==> config.mk <==
export PLATFORM = sky130hd
export DESIGN_NAME = hazard_fwd_unit
export DESIGN_NICKNAME = d
export VERILOG_FILES = /design/src/rtl/hazard_pkg.sv /design/src/rtl/instr_src_decode.sv /design/src/rtl/hazard_fwd_unit.sv
export SDC_FILE = /design/constraint.sdc
export NUM_CORES = 1
export LEC_CHECK = 0
export ABC_AREA = 1
export BUFFER_PORTS_ARGS = -buffer_cell sky130_fd_sc_hd__buf_2
export CAP_MARGIN = 40
export CORE_MARGIN = 2
export CORE_UTILIZATION = 55
export DETAILED_ROUTE_END_ITERATION = 16
export GPL_TIMING_DRIVEN = 0
export PLACE_DENSITY = 0.87
export SYNTH_ARGS = -nofsm -noshare
export SYNTH_HDL_FRONTEND = slang
export SYNTH_SLANG_ARGS = --single-unit
==> constraint.sdc <==
create_clock -name clk -period 3.7 [get_ports clk]
set_clock_uncertainty 0.1 [all_clocks]
set_input_delay 0.555 -clock clk [delete_from_list [all_inputs] [get_ports clk]]
set_output_delay 0.555 -clock clk [all_outputs]
set_load 0.05 [all_outputs]
==> src/rtl/hazard_pkg.sv <==
// Shared opcodes, forward-select encodings, scoreboard slot layout and halt FSM states
// for the WISC hazard/forwarding controller.
package hazard_pkg;

  localparam logic [3:0] OP_ADD    = 4'h0;
  localparam logic [3:0] OP_SUB    = 4'h1;
  localparam logic [3:0] OP_RED    = 4'h2;
  localparam logic [3:0] OP_XOR    = 4'h3;
  localparam logic [3:0] OP_SLL    = 4'h4;
  localparam logic [3:0] OP_SRA    = 4'h5;
  localparam logic [3:0] OP_ROR    = 4'h6;
  localparam logic [3:0] OP_PADDSB = 4'h7;
  localparam logic [3:0] OP_LW     = 4'h8;
  localparam logic [3:0] OP_SW     = 4'h9;
  localparam logic [3:0] OP_LHB    = 4'hA;
  localparam logic [3:0] OP_LLB    = 4'hB;
  localparam logic [3:0] OP_B      = 4'hC;
  localparam logic [3:0] OP_BR     = 4'hD;
  localparam logic [3:0] OP_PCS    = 4'hE;
  localparam logic [3:0] OP_HLT    = 4'hF;

  localparam logic [2:0] FWD_REG = 3'b000;
  localparam logic [2:0] FWD_WB  = 3'b001;
  localparam logic [2:0] FWD_MEM = 3'b010;

  typedef struct packed {
    logic       valid;
    logic       wr;
    logic [3:0] dst;
    logic       is_load;
    logic       is_hlt;
  } slot_t;

  localparam slot_t SLOT_EMPTY = '0;

  typedef enum logic [1:0] {
    ST_RUN,
    ST_HALTING,
    ST_HALTED
  } hstate_e;

  // Youngest producer wins: the EX slot is checked before the MEM slot.
  function automatic logic [2:0] fwd_sel(input logic use_src, input logic [3:0] src,
                                         input slot_t ex, input slot_t mem);
    logic [2:0] sel;
    sel = FWD_REG;
    if (use_src) begin
      if (ex.valid && ex.wr && ex.dst == src)
        sel = FWD_MEM;
      else if (mem.valid && mem.wr && mem.dst == src)
        sel = FWD_WB;
    end
    return sel;
  endfunction

endpackage

==> src/rtl/instr_src_decode.sv <==
// Combinational decode of an ID instruction into its source registers, destination,
// and load/halt class.
module instr_src_decode
  import hazard_pkg::*;
(
  input  logic [15:0] instr,
  output logic [3:0]  srcA,
  output logic [3:0]  srcB,
  output logic        useA,
  output logic        useB,
  output logic [3:0]  dst,
  output logic        wr,
  output logic        is_load,
  output logic        is_hlt
);

  logic [3:0] op;
  assign op  = instr[15:12];
  assign dst = instr[11:8];

  always_comb begin
    srcA    = instr[7:4];
    srcB    = instr[3:0];
    useA    = 1'b0;
    useB    = 1'b0;
    wr      = 1'b0;
    is_load = 1'b0;
    is_hlt  = 1'b0;
    case (op)
      OP_ADD, OP_SUB, OP_RED, OP_XOR, OP_PADDSB: begin
        useA = 1'b1;
        useB = 1'b1;
        wr   = 1'b1;
      end
      OP_SLL, OP_SRA, OP_ROR: begin
        useA = 1'b1;
        wr   = 1'b1;
      end
      OP_LW: begin
        useA    = 1'b1;
        wr      = 1'b1;
        is_load = 1'b1;
      end
      OP_SW: begin
        // Store data comes from the rd field.
        useA = 1'b1;
        useB = 1'b1;
        srcB = instr[11:8];
      end
      OP_LHB, OP_LLB: begin
        useA = 1'b1;
        srcA = instr[11:8];
        wr   = 1'b1;
      end
      OP_BR:  useA   = 1'b1;
      OP_PCS: wr     = 1'b1;
      OP_HLT: is_hlt = 1'b1;
      OP_B:   ;
      default: ;
    endcase
  end

endmodule

==> src/rtl/hazard_fwd_unit.sv <==
// EX/MEM/WB write scoreboard producing registered forward selects, load-use stall/bubble
// and HLT drain sequencing. Optional load-use stall counter under HAZ_STALL_CNT_EN.
module hazard_fwd_unit
  import hazard_pkg::*;
(
  input  logic        clk,
  input  logic        rst,
  input  logic [15:0] id_instr,
  input  logic        id_valid,
  input  logic        id_flush,
  input  logic        mem_stall,
  output logic [2:0]  ForwardA,
  output logic [2:0]  ForwardB,
  output logic        stall,
  output logic        bubble,
  output logic        halted
`ifdef HAZ_STALL_CNT_EN
  ,
  output logic [15:0] stall_cnt
`endif
);

  logic [3:0] srcA, srcB, dec_dst;
  logic       useA, useB, dec_wr, dec_is_load, dec_is_hlt;

  instr_src_decode u_dec (
    .instr   (id_instr),
    .srcA    (srcA),
    .srcB    (srcB),
    .useA    (useA),
    .useB    (useB),
    .dst     (dec_dst),
    .wr      (dec_wr),
    .is_load (dec_is_load),
    .is_hlt  (dec_is_hlt)
  );

  slot_t      ex_q, ex_d, mem_q, wb_q;
  logic [2:0] fa_q, fa_d, fb_q, fb_d;
  hstate_e    state_q, state_d;
  logic [1:0] drain_q, drain_d;
  logic       adv, load_use, halt_blk, issue;

  assign adv      = ~mem_stall;
  assign halt_blk = (state_q != ST_RUN);
  assign load_use = id_valid & ~id_flush & ex_q.valid & ex_q.is_load &
                    ((useA & (srcA == ex_q.dst)) | (useB & (srcB == ex_q.dst)));
  assign stall    = load_use | halt_blk;
  assign bubble   = stall | id_flush;
  assign issue    = id_valid & ~id_flush & ~stall;
  assign halted   = (state_q == ST_HALTED);
  assign ForwardA = fa_q;
  assign ForwardB = fb_q;

  always_comb begin
    ex_d = SLOT_EMPTY;
    fa_d = FWD_REG;
    fb_d = FWD_REG;
    if (issue) begin
      ex_d.valid   = 1'b1;
      ex_d.wr      = dec_wr;
      ex_d.dst     = dec_dst;
      ex_d.is_load = dec_is_load;
      ex_d.is_hlt  = dec_is_hlt;
      fa_d         = fwd_sel(useA, srcA, ex_q, mem_q);
      fb_d         = fwd_sel(useB, srcB, ex_q, mem_q);
    end
  end

  always_comb begin
    state_d = state_q;
    drain_d = drain_q;
    case (state_q)
      ST_RUN: begin
        if (issue && dec_is_hlt) begin
          state_d = ST_HALTING;
          drain_d = 2'd3;
        end
      end
      ST_HALTING: begin
        drain_d = drain_q - 2'd1;
        if (drain_q == 2'd1)
          state_d = ST_HALTED;
      end
      ST_HALTED: ;
      default: state_d = ST_RUN;
    endcase
  end

  // Everything in the scoreboard freezes together while data memory is busy.
  always_ff @(posedge clk) begin
    if (rst) begin
      ex_q    <= SLOT_EMPTY;
      mem_q   <= SLOT_EMPTY;
      wb_q    <= SLOT_EMPTY;
      fa_q    <= FWD_REG;
      fb_q    <= FWD_REG;
      state_q <= ST_RUN;
      drain_q <= 2'd0;
    end else if (adv) begin
      ex_q    <= ex_d;
      mem_q   <= ex_q;
      wb_q    <= mem_q;
      fa_q    <= fa_d;
      fb_q    <= fb_d;
      state_q <= state_d;
      drain_q <= drain_d;
    end
  end

  // WB occupancy is tracked, but no decision reads it: its forward is taken from MEM pre-edge.
  logic unused_wb;
  assign unused_wb = ^wb_q;

`ifdef HAZ_STALL_CNT_EN
  logic [15:0] stall_cnt_q;

  always_ff @(posedge clk) begin
    if (rst)
      stall_cnt_q <= 16'd0;
    else if (load_use && !halt_blk && adv && stall_cnt_q != 16'hFFFF)
      stall_cnt_q <= stall_cnt_q + 16'd1;
  end

  assign stall_cnt = stall_cnt_q;
`endif

endmodule
==> impl_metrics.py <==
metrics = {
    "clock_tree": {
        "ctsResizeCount": 0,
        "insertion_delay_ns": 0.31,
        "clock_path_buffers": 2,
        "cts_tree": "yes",
        "cts_sinks": 21,
        "path_clk_slew_ns": 0.12,
        "cts_root_buf": "clkbuf_4",
        "ctsHtreeMaxLevel": 1,
        "cts_buffers": 3,
        "cts_setup_buffers": 0,
        "cts_hold_buffers": 0,
    },
    "logic_synthesis": {
        "netlist_area_um2": 1446,
        "synthAdderAreaFrac_pct": 0.8651,
        "post_synth_num_cell_types": 32,
        "syn_area_per_cell_um2": 6.428,
        "muxShareOfSynthArea_pct": 0,
        "yosysWarnings": 0,
        "synth_top_family_by_area": "simple AND/OR/NAND/NOR gates",
        "synthSimpleGateAreaFrac_pct": 43.86,
        "syn_inst": 225,
        "synth-xor-area-share_pct": 3.028,
        "synth.yosys.seq_area_share_pct": 29.07,
        "synthTopCellsByArea": "dfxtp_1, nand2_1, nand3_1, a21oi_1, inv_1",
        "synth_top_cell_by_area": "dfxtp_1",
        "synth-compound-area-share_pct": 13.24,
        "ys_ff_latch": 21,
        "synth_top_area_share_pct": 29.07,
    },
    "placed_design": {
        "portBuffers": 26,
        "place_ws_ns": 0.9437,
        "dpl.cell_count": 282,
        "dp_hpwl_um": 2626,
        "place_congestion": 0.8971,
    },
    "critical_path": {
        "cp_slowest_cell": "buf_2",
        "worstReg2RegStart": "ex_q[5]$_SDFFE_PP0N_",
        "ff2ff_path_depth": 12,
        "path_class": "input port to output port",
        "path_max_fanout": 8,
        "crit_path_max_incr_delay_ns": 0.27,
        "start_kind": "input port",
        "critPathCaptureType": "output port",
        "ff2ff_setup_slack_ns": 1.93,
        "path_cells": "buf_2 -> nor2_4 -> nand2_2 -> nand2_1 -> nand2_1 -> nand2_1 -> nand2_1 -> nor2_2 -> nand3_2 -> nand2_2 -> nand2_4 -> nand2_4 -> buf_2",
        "crit_arrival_ns": 2.15,
        "timing.critical_path.mode_cell": "nand2_1",
        "cpLargestDelayFamily": "simple AND/OR/NAND/NOR gates",
        "required_ns": 3.04,
        "r2r_end": "state_q[1]$_SDFFE_PP0P_",
        "path_buf_inv": 2,
    },
    "floorplanning": {
        "start_util_pct": 58.38,
        "design.core.area_um2": 2477,
        "pin_count": 30,
        "die_area_um2": 3056,
        "dieHeight_um": 55.28,
        "num_rows": 18,
        "fp.dieW_um": 55.28,
    },
    "timing": {
        "setup-tns-final_ns": 0,
        "setup_viol": 0,
        "setup_slack_ns": 0.8934,
        "fin_hold_ws_ns": 0.3554,
        "slew_violations": 0,
        "period_share_pct": 75.85,
        "finalCriticalPeriod_ns": 2.807,
        "rsz0062_at_grt": "false",
        "hold_viol": 0,
        "max_freq_mhz": 356.3,
    },
    "detailed_routing": {
        "viasPerCell": 5.371,
        "wl_um": 3386,
        "first_pass_iters": 7,
        "drc": 0,
        "vias": 1536,
        "ant_nets": 0,
        "detail_route.wl_per_cell_um": 11.84,
        "drt_iter0_drc": 75,
    },
    "finish": {
        "layout_commonest_cell": "nand2_1",
        "finalNonFillerCells": 286,
        "fillers": 253,
        "most-common-layout-cells": "nand2_1, buf_2, nand3_1, inv_1, dfxtp_1",
        "area_delta_synth_final_pct": 13.75,
        "register_area_um2": 420.4,
        "drive_above_1_share_pct": 22.27,
        "multi_input_area_um2": 889.6,
        "num-nets-final": 279,
        "n_antenna_cell": 0,
    },
    "worst_hold_path": {
        "hp-class": "input port to register",
        "worstHoldStart": "rst",
        "whs_endpoint": "ex_q[4]$_SDFFE_PP0N_",
        "hold_depth": 2,
    },
    "global_routing": {
        "grt_pass1_wl_um": 5775,
        "grtUsageMet1_pct": 31.63,
        "grt_pass1_vias": 1329,
        "antenna_found_initial": 0,
        "grtUsageMet3_pct": 3.279,
        "grt-ovfl-total": 0,
        "grt_start_max_net_pins": 13,
        "use_met2_pct": 38.61,
        "grtUsageTotal_pct": 22.83,
        "grt-busiest-layer": "met2",
    },
    "power": {
        "power.density_nw_per_um2": 275.1,
        "leakage_nw": 0.7822,
        "ir_worst_vdd_uv": 263.2,
    },
    "job": {
        "maxCapViolCount": 0,
    },
    "run_status": {
        "status": "finished, final reports clean",
    },
}
cells in the mapped netlist (all sizes together):
cell type / count
conb: 1
nand3: 25
buf: 2
inv: 26
a21oi: 19
nand2: 68
nor4: 1
or2: 1
clkinv: 2
a211oi: 2
nor3: 1
nor2: 24
ha: 1
xor2: 5
o21ai: 12
o22ai: 1
o21bai: 1
clkbuf: 4
nand4: 6
dfxtp: 21
nand3b: 1
o21a: 1
registers in the layout (all words and copies together), names as in the netlist:
name,flops
state_q,2
mem_q,6
ex_q,7
ForwardA,2
drain_q,2
ForwardB,2
how the worst max path moves through the flow:
stage	from	endpoint	cells past startpoint
2_1_floorplan	id_instr[12]	bubble	12
3_3_place_gp	id_instr[13]	stall	13
3_5_place_dp	id_instr[13]	stall	13
4_1_cts	id_instr[13]	stall	13
5_1_grt	id_instr[13]	stall	13
6_report	id_instr[13]	stall	13
cells by family (layout without fill, tap and decap cells):
kind of cell	count (synthesis)	after routing
simple gates	127	127
compound gates	36	36
buf+inv	34	64
flops	21	21
xor+xnor	5	5
fa+ha+maj	1	1
other cells	1	2
worst reg2reg max path: cells and delay by family (launching register included):
family                 cells  cell delay (ns)
AOI/OAI and AO/OA          1             0.14
DFF                        1             0.44
and+or+nand+nor           10             0.95
buffers and inverters      1             0.08
per-stage QoR:
| step | total power [W] | utilization, % | cell area [um^2] |
|---|---|---|---|
| 4_1_cts | 0.0004527 | 66.41 | 1645 |
| 3_3_place_gp | 0.0003429 | 65.30 | 1618 |
| 5_1_grt | 0.0004747 | 66.41 | 1645 |
| 3_5_place_dp | 0.0003448 | 65.30 | 1618 |
| 2_1_floorplan | 0.0003124 | - | 1450 |
| 6_report | 0.0004526 | 66.41 | 1645 |
per-layer routing:
layer | part of all wire (%) | wire length, um
met1 | 46 | 1562
met2 | 47 | 1602
met3 | 5.7 | 193
met4 | 0.83 | 28
met5 | 0 | 0
power breakdown:
| part | internal [W] | switching [W] |
|---|---|---|
| Sequential | 0.000232 | 0.00000492 |
| Clock | 0.0000404 | 0.0000710 |
| Combinational | 0.0000343 | 0.0000701 |
final cells by class:
| cell class | count | area share [%] |
|---|---|---|
| repair buffers | 26 | 7.909 |
| plain buffers | 6 | 1.825 |
| inverters | 28 | 6.692 |
| clock buffers | 3 | 1.369 |
| well taps | 30 | 2.281 |
| flip-flops and latches | 21 | 25.55 |
| multi-input cells | 171 | 54.07 |
| clock inverters | 1 | 0.3042 |
Note: power is estimated with default switching activity, not from simulation.
